<file path="config.mk">
export PLATFORM = sky130hd
export DESIGN_NAME = mem_port_arbiter
export DESIGN_NICKNAME = d
export VERILOG_FILES = /design/src/rtl/mem_arb_pkg.sv /design/src/rtl/mem_port_arbiter_rr_pick2.sv /design/src/rtl/mem_port_arbiter.sv
export SDC_FILE = /design/constraint.sdc
export NUM_CORES = 1
export LEC_CHECK = 0
export BUFFER_PORTS_ARGS = -buffer_cell sky130_fd_sc_hd__clkbuf_2
export CAP_MARGIN = 10
export CORE_AREA = 5 5 647 649
export CTS_BUF_LIST = sky130_fd_sc_hd__clkbuf_16
export DETAILED_ROUTE_END_ITERATION = 10
export DIE_AREA = 0 0 652 654
export PLACE_DENSITY_LB_ADDON = 0.05
export SKIP_LAST_GASP = 1
export SYNTH_ARGS = -nofsm -noshare
export SYNTH_HDL_FRONTEND = slang
export SYNTH_SLANG_ARGS = --single-unit
</file>
<file path="constraint.sdc">
create_clock -name clk_i -period 11.4 [get_ports clk_i]
set_clock_uncertainty 0.15 [all_clocks]
set_input_delay 1.71 -clock clk_i [delete_from_list [all_inputs] [get_ports clk_i]]
set_output_delay 1.71 -clock clk_i [all_outputs]
set_load 0.005 [all_outputs]
</file>
<file path="src/rtl/mem_arb_pkg.sv">
// Shared types and defaults for the Data_Memory port arbiter.
// State encoding, default widths and the watchdog width helper.
package mem_arb_pkg;

    localparam int ADDR_W_DEF  = 32;
    localparam int DATA_W_DEF  = 256;
    localparam int TIMEOUT_DEF = 64;

    typedef enum logic [1:0] {
        IDLE    = 2'd0,
        GRANT0  = 2'd1,
        GRANT1  = 2'd2,
        RELEASE = 2'd3
    } arb_state_t;

    function automatic int cnt_width(input int timeout);
        return $clog2(timeout);
    endfunction

    function automatic logic is_grant(input arb_state_t s);
        return (s == GRANT0) || (s == GRANT1);
    endfunction

endpackage

</file>
<file path="src/rtl/mem_port_arbiter_rr_pick2.sv">
// Two-way round-robin select.
// On a tie the port that was not granted last wins.
module rr_pick2 (
    input  logic [1:0] req,
    input  logic       last,
    output logic       grant_valid,
    output logic       grant_idx
);

    always_comb begin
        grant_valid = |req;
        grant_idx   = 1'b0;
        case (req)
            2'b01:   grant_idx = 1'b0;
            2'b10:   grant_idx = 1'b1;
            2'b11:   grant_idx = ~last;
            default: grant_idx = 1'b0;
        endcase
    end

endmodule

</file>
<file path="src/rtl/mem_port_arbiter.sv">
// Shares the single Data_Memory line port between D-cache (port 0)
// and I-cache/refill (port 1) with a release gap and a watchdog.
module mem_port_arbiter
    import mem_arb_pkg::*;
#(
    parameter int ADDR_W  = ADDR_W_DEF,
    parameter int DATA_W  = DATA_W_DEF,
    parameter int TIMEOUT = TIMEOUT_DEF
) (
    input  logic              clk_i,
    input  logic              rst_i,

    input  logic              m0_enable_i,
    input  logic              m0_write_i,
    input  logic [ADDR_W-1:0] m0_addr_i,
    input  logic [DATA_W-1:0] m0_data_i,
    output logic              m0_ack_o,
    output logic [DATA_W-1:0] m0_data_o,

    input  logic              m1_enable_i,
    input  logic              m1_write_i,
    input  logic [ADDR_W-1:0] m1_addr_i,
    input  logic [DATA_W-1:0] m1_data_i,
    output logic              m1_ack_o,
    output logic [DATA_W-1:0] m1_data_o,

    output logic              mem_enable_o,
    output logic              mem_write_o,
    output logic [ADDR_W-1:0] mem_addr_o,
    output logic [DATA_W-1:0] mem_data_o,
    input  logic              mem_ack_i,
    input  logic [DATA_W-1:0] mem_data_i,

    output logic              owner_o,
    output logic              busy_o,
    output logic              err_o
);

    localparam int CNT_W = cnt_width(TIMEOUT);
    localparam logic [CNT_W-1:0] CNT_MAX = CNT_W'(TIMEOUT - 1);

    arb_state_t        state_q;
    arb_state_t        state_d;
    logic              last_q;
    logic [CNT_W-1:0]  cnt_q;
    logic              err_q;
    logic              mem_enable_q;
    logic              mem_write_q;
    logic [ADDR_W-1:0] mem_addr_q;
    logic [DATA_W-1:0] mem_data_q;

    logic              grant_valid;
    logic              grant_idx;
    logic              in_grant;
    logic              grant_start;
    logic              wdog_hit;
    logic              sel_write;
    logic [ADDR_W-1:0] sel_addr;
    logic [DATA_W-1:0] sel_data;

    rr_pick2 u_pick (
        .req         ({m1_enable_i, m0_enable_i}),
        .last        (last_q),
        .grant_valid (grant_valid),
        .grant_idx   (grant_idx)
    );

    assign in_grant    = is_grant(state_q);
    assign grant_start = !in_grant && grant_valid;
    assign wdog_hit    = in_grant && !mem_ack_i && (cnt_q == CNT_MAX);

    assign sel_write = grant_idx ? m1_write_i : m0_write_i;
    assign sel_addr  = grant_idx ? m1_addr_i  : m0_addr_i;
    assign sel_data  = grant_idx ? m1_data_i  : m0_data_i;

    always_comb begin
        state_d = state_q;
        unique case (state_q)
            IDLE, RELEASE: begin
                if (grant_valid)
                    state_d = grant_idx ? GRANT1 : GRANT0;
                else
                    state_d = IDLE;
            end
            GRANT0, GRANT1: begin
                if (mem_ack_i || wdog_hit)
                    state_d = RELEASE;
            end
        endcase
    end

    always_ff @(posedge clk_i or posedge rst_i) begin
        if (rst_i) begin
            state_q      <= IDLE;
            last_q       <= 1'b1;
            cnt_q        <= '0;
            err_q        <= 1'b0;
            mem_enable_q <= 1'b0;
            mem_write_q  <= 1'b0;
            mem_addr_q   <= '0;
            mem_data_q   <= '0;
        end else begin
            state_q      <= state_d;
            mem_enable_q <= is_grant(state_d);
            if (grant_start) begin
                last_q      <= grant_idx;
                cnt_q       <= '0;
                mem_write_q <= sel_write;
                mem_addr_q  <= sel_addr;
                mem_data_q  <= sel_data;
            end else if (in_grant && !mem_ack_i && !wdog_hit) begin
                cnt_q <= cnt_q + CNT_W'(1);
            end
            // Sticky until reset so software can see a past hang
            if (wdog_hit)
                err_q <= 1'b1;
        end
    end

    assign m0_ack_o  = (state_q == GRANT0) && mem_ack_i;
    assign m1_ack_o  = (state_q == GRANT1) && mem_ack_i;
    assign m0_data_o = mem_data_i;
    assign m1_data_o = mem_data_i;

    assign mem_enable_o = mem_enable_q;
    assign mem_write_o  = mem_write_q;
    assign mem_addr_o   = mem_addr_q;
    assign mem_data_o   = mem_data_q;

    assign owner_o = (state_q == GRANT1);
    assign busy_o  = in_grant;
    assign err_o   = err_q;

endmodule

</file>
==> run metrics, run 1 <==
outcome=finished clean; DRC viols=0; initial antenna violation count=94; Worst EP arrival=2.38 ns; Cell variety after synth=32; Slew Viols, Final=0; synth warn=0; cells on worst reg2reg path=7; Worst IR Drop VDD=206.0 uV; CTS root buffer=clkbuf_16; Syn Nets=2,948; DR pass1 iterations=4; largest area contributor in the netlist=dfrtp_1; final setup TNS=0 ns; post-detail-place hpwl=162.7 mm; worst setup path endpoint=busy_o; CTS tree=done; post-CTS sizing=0; share of the synthesized area in the top cell type=42.78%; Mapped Avg Cell Area=8.304 sq um; Flop pwr share=29.0%; htree depth=2; Num CTS Buffers=60; Max Root-Sink Buffers=3; commonest non-fill, non-tap cells in the layout=clkbuf_2, nand2_1, dfrtp_1; vias in the first global route=17,390; Setup Viol. Count Final=0; Avg WL per Cell=24.48 um; met1 Track Usage GR=8.278%; pin count of the biggest net entering global routing=143; Final Hold Viols=0; Post-Syn Area=0.01749 sq mm; final net count=3,269; first-pass GRT wire length=237.7 mm; Area contributors post-synth=dfrtp_1, buf_4, nand2_1; Power Density=273.8 mW/mm^2; Sw Pwr=3.521 mW; Via density=2.043; GPL Wtd Cong=0.7105; CP startpoint kind=flip-flop; chip height=654 um; Least-Margin Pin Slew=1.069 ns; total setup buffers inserted after CTS=0; # hold bufs at CTS=0; relative slew slack=28.58%; Sw Share=48.91%; CP Max Fanout=18; post-synthesis sequential area ratio=42.93%; GRT Max-Usage Layer=met2; Combinational Power Share=45.7%; max_cap viols=0; row cnt=236; Core Region=0.4119 sq mm; min Tclk post-route=4.242 ns; end of the worst register-to-register path=mem_data_o[229]; Reg-to-Reg Start=state_q[0]; Clock Latency Late Sink=0.72 ns; crit path kind=flip-flop to output port; Global Route met3 Usage=4.495%; number of synthesized register bits=300; via count=16,260; met2 Resource Use GR=16.06%; fin worst setup slack=7.158 ns; Pint=3.679 mW; crit share post-route=37.21%; Die X=652 um; critical path startpoint=state_q[0]; detailed-route wire length=194.8 mm; Num Clock Sinks=300; area grow syn2layout=50.35%; Max Fclk=235.8 MHz; layout cells sized above 1=39.60%; Setup WS pre-CTS=6.441 ns; Hold Path Class=flip-flop to flip-flop; Clock power frac=25.3%; RSZ-0062 raised after global routing=no; CP required=9.54 ns; Starting Density=4.246%; reg-to-reg slack, setup=7.34 ns; leakage power=10.52 nW; final antenna-violating net count=0; die area=0.4264 sq mm; total gr overflow=0; DR iter-0 viols=656; Mapped Cells=2,106; buffers added on ports=877; Tot GR Track Use=8.736%; Worst-path clk slew=0.05 ns; I/O pin count=1,646; commonest non-fill, non-tap cell in the layout=clkbuf_2; Finished Core Util=6.384%; Critical Path Sink Type=output port
worst max-delay path: stages (launching register included):
cell	delay, ns
dfrtp_1	0.39
inv_1	0.07
ha_1	0.70
inv_1	0.29
clkbuf_2	0.20
layer usage:
layer / vias up / part of all wire, %
li1: 7094 / -
met1: 7628 / 33
met2: 1107 / 51
met3: 423 / 11
met4: 8 / 4.5
met5: - / 0.030
stage by stage:
step	instance area (sq um)	hold WS [ns]	instances	power (mW)
after floorplan	17490	0.3102	2106	3.552
after global placement	24410	0.3478	7839	5.820
after detailed placement	24410	0.3280	7839	5.755
after CTS	26270	0.3458	7949	7.733
after global routing	26280	0.3784	7952	7.937
final	26300	0.3351	7958	7.200
flip-flops by register name (all words and copies together) (netlist names):
signal	count
state_q	2
mem_data_o	256
mem_write_o	1
cnt_q	6
last_q	1
err_o	1
mem_enable_o	1
mem_addr_o	32
power groups by stage:
stage / logic (mW) / clock network [mW] / registers (mW)
2_1_floorplan: 1.59 / 0 / 1.97
3_3_place_gp: 3.66 / 0 / 2.16
3_5_place_dp: 3.60 / 0 / 2.15
4_1_cts: 3.61 / 1.99 / 2.14
5_1_grt: 3.76 / 2.00 / 2.18
6_report: 3.29 / 1.82 / 2.09
synth_stat cells, drive strengths merged:
cell type	n
nor4bb	2
dfrtp	299
o211ai	2
inv	6
mux2i	3
a41o	1
nand2	543
dfstp	1
o21a	1
a31oi	272
a22oi	1
and4b	1
and2	2
a21oi	2
a221o	20
and3	21
a21boi	1
ha	3
nor3	2
clkbuf	23
a21bo	1
a41oi	1
nand3	2
nor2	272
nor3b	1
o21ai	3
buf	618
a21o	1
xnor2	1
worst min path at each step:
stage                     startpoint  endpoint  depth (start not counted)
after floorplan                err_o     err_o                          1
after global placement         err_o     err_o                          1
after detailed placement       err_o     err_o                          1
after CTS                      err_o     err_o                          1
after global routing           err_o     err_o                          1
final                          err_o     err_o                          1
cell families after synthesis:
family                   Yosys count  share of synthesized area [%]
AND/OR/NAND/NOR                  846                          18.64
adder cells (fa/ha/maj)            3                         0.2146
buffers and inverters            647                          26.51
XOR/XNOR                           1                        0.05009
flip-flops                       300                          42.93
multiplexers                       3                         0.1717
AO/OA/AOI/OAI                    306                          11.48
layout make-up:
| cell class | count | area, sq um |
|---|---|---|
| Multi-Input combinational cell | 1159 | 5369 |
| Antenna cell | 9 | 22.52 |
| Tap cell | 5474 | 6849 |
| Clock buffer | 60 | 1501 |
| Sequential cell | 300 | 7508 |
| Fill cell | 48790 | 385600 |
| Clock inverter | 50 | 365.4 |
| Timing Repair Buffer | 900 | 4649 |
| Inverter | 6 | 30.03 |
Note: power is estimated with default switching activity, not from simulation.
==> run 2: changes to the inputs <==
Clock period 11.4 ns to 4.2 ns, I/O delays scaled along.
==> run 2 against run 1 <==
  * Via count rose by 14%
  * Combinational power rose to 3.9 times the previous value
  * Routed wire length fell by 0.48%
  * Core utilization rose by 1.5 points
  * Non-clock buffer count rose by 607
==> run metrics, run 2 (synthesized netlist as in run 1, its figures left out) <==
DR iter-0 viols=735 (+12%); Pint=13.04 mW (+250%); buffers added on ports=877 (unchanged); final net count=3,874 (+19%); outcome=finished clean; Num CTS Buffers=58 (-3.3%); Max Fclk=290.6 MHz; Flop pwr share=24.6% (-4.4 points); crit share post-route=81.92%; crit-path leading delay family=buffers and inverters; DRC viols=0 (unchanged); total gr overflow=0 (unchanged); Worst IR Drop VDD=317.1 uV (+54%); Setup Viol. Count Final=0 (unchanged); Via density=2.165 (+6.0%); die area=0.4264 sq mm (unchanged); Critical Path Sink Type=flip-flop; placed cell area=0.02491 sq mm (+2.1%); Hold Path Class=input port to flip-flop; initial antenna violation count=69 (-27%); pin count of the biggest net entering global routing=99 (-31%); end of the worst register-to-register path=mem_data_o[163]; PnR Total Power=23.03 mW (+220%); area grow syn2layout=84.73%; Starting Density=4.246% (unchanged); Combinational Power Share=55.3% (+9.6 points); Slew Viols, Final=0 (unchanged); critical path startpoint=state_q[0]; max incr delay on CP=0.69 ns (about the same); cells on worst reg2reg path=8 (+1); detailed-route wire length=193.9 mm (-0.48%); critical path's slowest cell=ha_1; relative slew slack=54.86% (+26 points); chip height=654 um (unchanged); layout cells sized above 1=33.12% (-6.5 points); Least-Margin Pin Slew=0.6771 ns (-0.3915 ns); Core Region=0.4119 sq mm (unchanged); Tot GR Track Use=8.702% (-0.033 points); Clock Latency Late Sink=0.71 ns (about the same); Die X=652 um (unchanged); crit-path cells=inv_1, ha_1, o21a_4, buf_12, buf_4, nor2_1, a31oi_1, dlygate4sd3_1; Reg-to-Reg Start=state_q[0]; commonest non-fill, non-tap cell in the layout=clkbuf_2; first-pass GRT wire length=241.2 mm (+1.5%); min Tclk post-route=3.441 ns; row cnt=236 (unchanged); final non-filler cell total=8,559 (+7.6%); crit path kind=flip-flop to flip-flop; # placed instances=7,880 (+0.52%); CTS tree=done; Num Clock Sinks=300 (unchanged); Worst EP arrival=3.93 ns (+1.55 ns); CP required=4.69 ns (-4.85 ns); Avg WL per Cell=22.66 um (-7.5%); CP Max Fanout=29 (+11); max reg flops=256 (unchanged); I/O pin count=1,646 (unchanged); leakage power=12.95 nW (+23%); vias in the first global route=20,520 (+18%); htree depth=2 (unchanged); Clock power frac=20.1% (-5.2 points); Final Hold Viols=0 (unchanged); CTS root buffer=clkbuf_16; DR pass1 iterations=4 (unchanged); post-detail-place hpwl=163.6 mm (+0.55%); max_cap viols=0 (unchanged); CP Depth=8 (+4); Worst-path clk slew=0.06 ns (about the same); Sw Share=43.39% (-5.5 points); GPL Wtd Cong=0.7118 (+0.18%); worst setup path endpoint=mem_data_o[163]; Sw Pwr=9.995 mW (+180%); final antenna-violating net count=0 (unchanged); reg-to-reg slack, setup=0.76 ns (-6.58 ns); Buf+Inv Stages, Crit Path=4 (+1); RSZ-0062 raised after global routing=no; post-route design area=0.03231 sq mm (+23%); CP startpoint kind=flip-flop; via count=18,530 (+14%); commonest non-fill, non-tap cells in the layout=clkbuf_2, dlygate4sd3_1, nand2_1; Power Density=712.9 mW/mm^2 (+160%); Max Root-Sink Buffers=3 (unchanged); total setup buffers inserted after CTS=0 (unchanged)
-- run 2: changes by cell type in the layout (fill, tap and decap cells not counted), moves of 2 or more --
cell	change
clkbuf_16	-2
dlygate4sd3_1	+566
buf_4	+25
buf_12	+16
clkinvlp_4	+2
inv_1	-3
bufinv_16	-2
diode_2	+5
clkinv_1	-4
clkinv_16	-2
-- run 2: how the worst min path moves through the flow --
stage / from / endpoint / slack [ns] / cells after the start
after global placement: mem_addr_o[3] / mem_addr_o[3] / 0.37 / 1
final: m0_data_i[78] / mem_data_o[78] / 0.09 / 3
after global routing: m0_data_i[182] / mem_data_o[182] / 0.05 / 3
after floorplan: err_o / err_o / 0.31 / 1
after CTS: m1_addr_i[6] / mem_addr_o[6] / 0.003 / 3
after detailed placement: mem_addr_o[3] / mem_addr_o[3] / 0.36 / 1
-- run 2: worst register-to-register path, delay by kind of cell (launching register included) --
kind,cells,cell delay (ns)
AOI/OAI and AO/OA,2,0.65
adders and majority gates,1,0.69
buffers and inverters,4,1.42
DFF,1,0.38
and+or+nand+nor,1,0.08
-- run 2: area by class of cell --
cell class | count | area (sq um)
Fill cell | 48560 | 379600
Sequential cell | 300 | 7508
Clock buffer | 58 | 1451
Multi-Input combinational cell | 1159 | 5369
Antenna cell | 14 | 35.03
Clock inverter | 41 | 246.5
Inverter | 6 | 26.28
Tap cell | 5474 | 6849
Timing Repair Buffer | 1507 | 10820
-- run 2: power by group through the flow --
stage	combinational, mW	sequential (mW)	clock, mW
2_1_floorplan	4.30	5.34	0
3_3_place_gp	10.1	5.87	0
3_5_place_dp	10.0	5.83	0
4_1_cts	13.5	5.78	5.14
5_1_grt	14.2	5.92	5.14
6_report	12.7	5.66	4.64
-- run 2: timing repair --
action                     CTS  global route
hold endpoints to repair   294             0
hold buffers               566             0
setup endpoints to repair    0             0
resized for setup            0             0
-- run 2: metrics by stage --
step	hold slack, ns	setup slack, ns	utilization (%)	setup TNS, ns
global placement	0.3706	1.134	6.047	0
CTS	0.003189	0.6113	7.835	0
floorplan	0.3102	-0.5662	-	-169.31
finish	0.09349	0.7592	7.843	0
global route	0.04832	0.4952	7.840	0
detailed placement	0.3616	1.160	6.047	0
-- run 2: routing by layer --
layer | share of wire (%) | global-route usage, % | wire, um
met3 | 11 | 4.533 | 22110
met5 | 0.042 | 0 | 81
met2 | 52 | 16.27 | 101300
met1 | 32 | 7.970 | 61940
met4 | 4.4 | 3.174 | 8486
==> run 3: changes to the inputs <==
Clock period 4.2 ns to 3.44 ns, I/O delays scaled along.
==> run 3 against run 2 <==
  * Non-clock buffer count is 3 higher
  * Global-route usage hardly changed
  * Combinational power is 22% higher
  * Largest cell class unchanged
  * Sequential share of layout area hardly changed
==> run metrics, run 3 (synthesized netlist as in run 1, its figures left out) <==
Die X=652 um (unchanged); GRT Max-Usage Layer=met2; Starting Density=4.246% (unchanged); placed cell area=0.02481 sq mm (-0.39%); Final Hold Viols=0 (unchanged); GPL Wtd Cong=0.7019 (-1.4%); Avg WL per Cell=22.66 um (about the same); Reg-to-Reg Start=state_q[0]; Num Clock Sinks=300 (unchanged); Least-Margin Pin Slew=0.7260 ns (+0.04884 ns); Global Route met3 Usage=4.367% (-0.17 points); crit path kind=flip-flop to output port; via count=18,500 (-0.15%); leakage power=12.97 nW (+0.12%); met2 Resource Use GR=16.31% (+0.043 points); relative slew slack=51.60% (-3.3 points); PnR Total Power=28.13 mW (+22%); area grow syn2layout=85.03%; Tot GR Track Use=8.725% (+0.022 points); RSZ-0062 raised after global routing=no; commonest non-fill, non-tap cells in the layout=clkbuf_2, dlygate4sd3_1, nand2_1; CTS root buffer=clkbuf_16; CP startpoint kind=flip-flop; DR pass1 iterations=4 (unchanged); DRC viols=0 (unchanged); Worst EP arrival=2.36 ns (-1.57 ns); Max Root-Sink Buffers=3 (unchanged); max_cap viols=0 (unchanged); CP Max Fanout=16 (-45%); fin worst setup slack=0.4137 ns (-0.3455 ns); initial antenna violation count=67 (-2.9%); commonest non-fill, non-tap cell in the layout=clkbuf_2; CTS tree=done; Hold Path Class=input port to flip-flop; Clock Latency Late Sink=0.71 ns (about the same); Critical Path Sink Type=output port; Worst Min Path Start=m0_data_i[78]; CP required=2.77 ns (-1.92 ns); crit share post-route=87.97%; min Tclk post-route=3.026 ns; die area=0.4264 sq mm (unchanged); DR iter-0 viols=668 (-9.1%); total gr overflow=0 (unchanged); max reg flops=256 (unchanged); Fin Hold WS=0.09191 ns (-0.001582 ns); final antenna-violating net count=0 (unchanged); first-pass GRT wire length=241.9 mm (+0.30%); row cnt=236 (unchanged); pin count of the biggest net entering global routing=111 (+12%); Via density=2.160 (-0.21%); post-detail-place hpwl=162.8 mm (-0.44%); Core Region=0.4119 sq mm (unchanged); Worst IR Drop VDD=498.4 uV (+57%); Worst-path clk slew=0.06 ns (about the same); Power Density=869.3 mW/mm^2 (+22%); final net count=3,877 (+0.077%); Max Fclk=330.4 MHz; Finished Core Util=7.856% (+0.013 points); Num CTS Buffers=58 (unchanged); met1 Track Usage GR=8.067% (+0.097 points); buffers added on ports=877 (unchanged); Slew Viols, Final=0 (unchanged); critical path startpoint=state_q[0]; Setup Viol. Count Final=0 (unchanged); detailed-route wire length=194.1 mm (about the same); outcome=finished clean; post-route design area=0.03236 sq mm (+0.16%); chip height=654 um (unchanged); htree depth=2 (unchanged); vias in the first global route=20,330 (-0.92%); Setup WS pre-CTS=0.7495 ns (-0.4104 ns); layout cells sized above 1=32.67% (-0.44 points); Fill cells=48,570 (+0.016%); I/O pin count=1,646 (unchanged)
[run 3: cell count changes in the layout (fill, tap and decap cells not counted), sizes merged]
cell	previous run	this run
buf	64	56
clkbuf	935	936
clkinv	17	21
clkinvlp	2	1
diode	14	11
dlygate4sd3	566	577
inv	26	27
[run 3: path summary, 6_finish.rpt]
kind                                   endpoint  slack, ns  cells past startpoint
worst max-delay path                     busy_o       0.41                      5
worst min-delay path             mem_data_o[78]       0.09                      3
worst max register to register  mem_data_o[242]       0.44                      8
worst min register to register            err_o       0.35                      1
max in group asynchronous       mem_data_o[201]       1.84                      5
min in group asynchronous        mem_data_o[95]       0.29                      4
[run 3: metrics by stage]
stage | cells | TNS [ns]
floorplan | 2106 | -362.60
global placement | 7872 | 0
detailed placement | 7872 | 0
CTS | 8553 | 0
global route | 8555 | 0
finish | 8564 | 0
[run 3: final cells by class]
| cell class | instances | area, sq um | area share, % |
|---|---|---|---|
| repair buffers | 1510 | 10840 | 33.48 |
| flip-flops and latches | 300 | 7508 | 23.20 |
| well taps | 5474 | 6849 | 21.16 |
| multi-input cells | 1159 | 5371 | 16.60 |
| clock buffers | 59 | 1476 | 4.562 |
| clock inverters | 45 | 266.5 | 0.8235 |
| diodes | 11 | 27.53 | 0.08506 |
| inverters | 6 | 26.28 | 0.08119 |
[run 3: power breakdown]
group	leakage, nW	switching, mW	internal, mW	total, mW
Clock	0.924	2.56	3.20	5.76
Combinational	8.64	8.05	7.40	15.5
Sequential	3.41	1.50	5.42	6.92
Total	13.0	12.1	16.0	28.1
[run 3: critical path, cell delays in order, from the launching register on]
cell	delay, ns
dfrtp_1	0.38
inv_1	0.08
ha_2	0.53
buf_4	0.29
inv_1	0.16
clkbuf_2	0.19
[run 3: timing repair]
item | in CTS | in global routing
buffers inserted | 0 | 0
resized for setup | 1 | 0
endpoints found under the hold margin | 373 | 0
endpoints found under the setup margin | 1 | 0
hold buffers | 577 | 0
[run 3: routing by layer]
layer | routed length, um | part of all wire [%]
met1 | 62270 | 32
met2 | 101300 | 52
met3 | 21980 | 11
met4 | 8440 | 4.3
met5 | 41 | 0.021
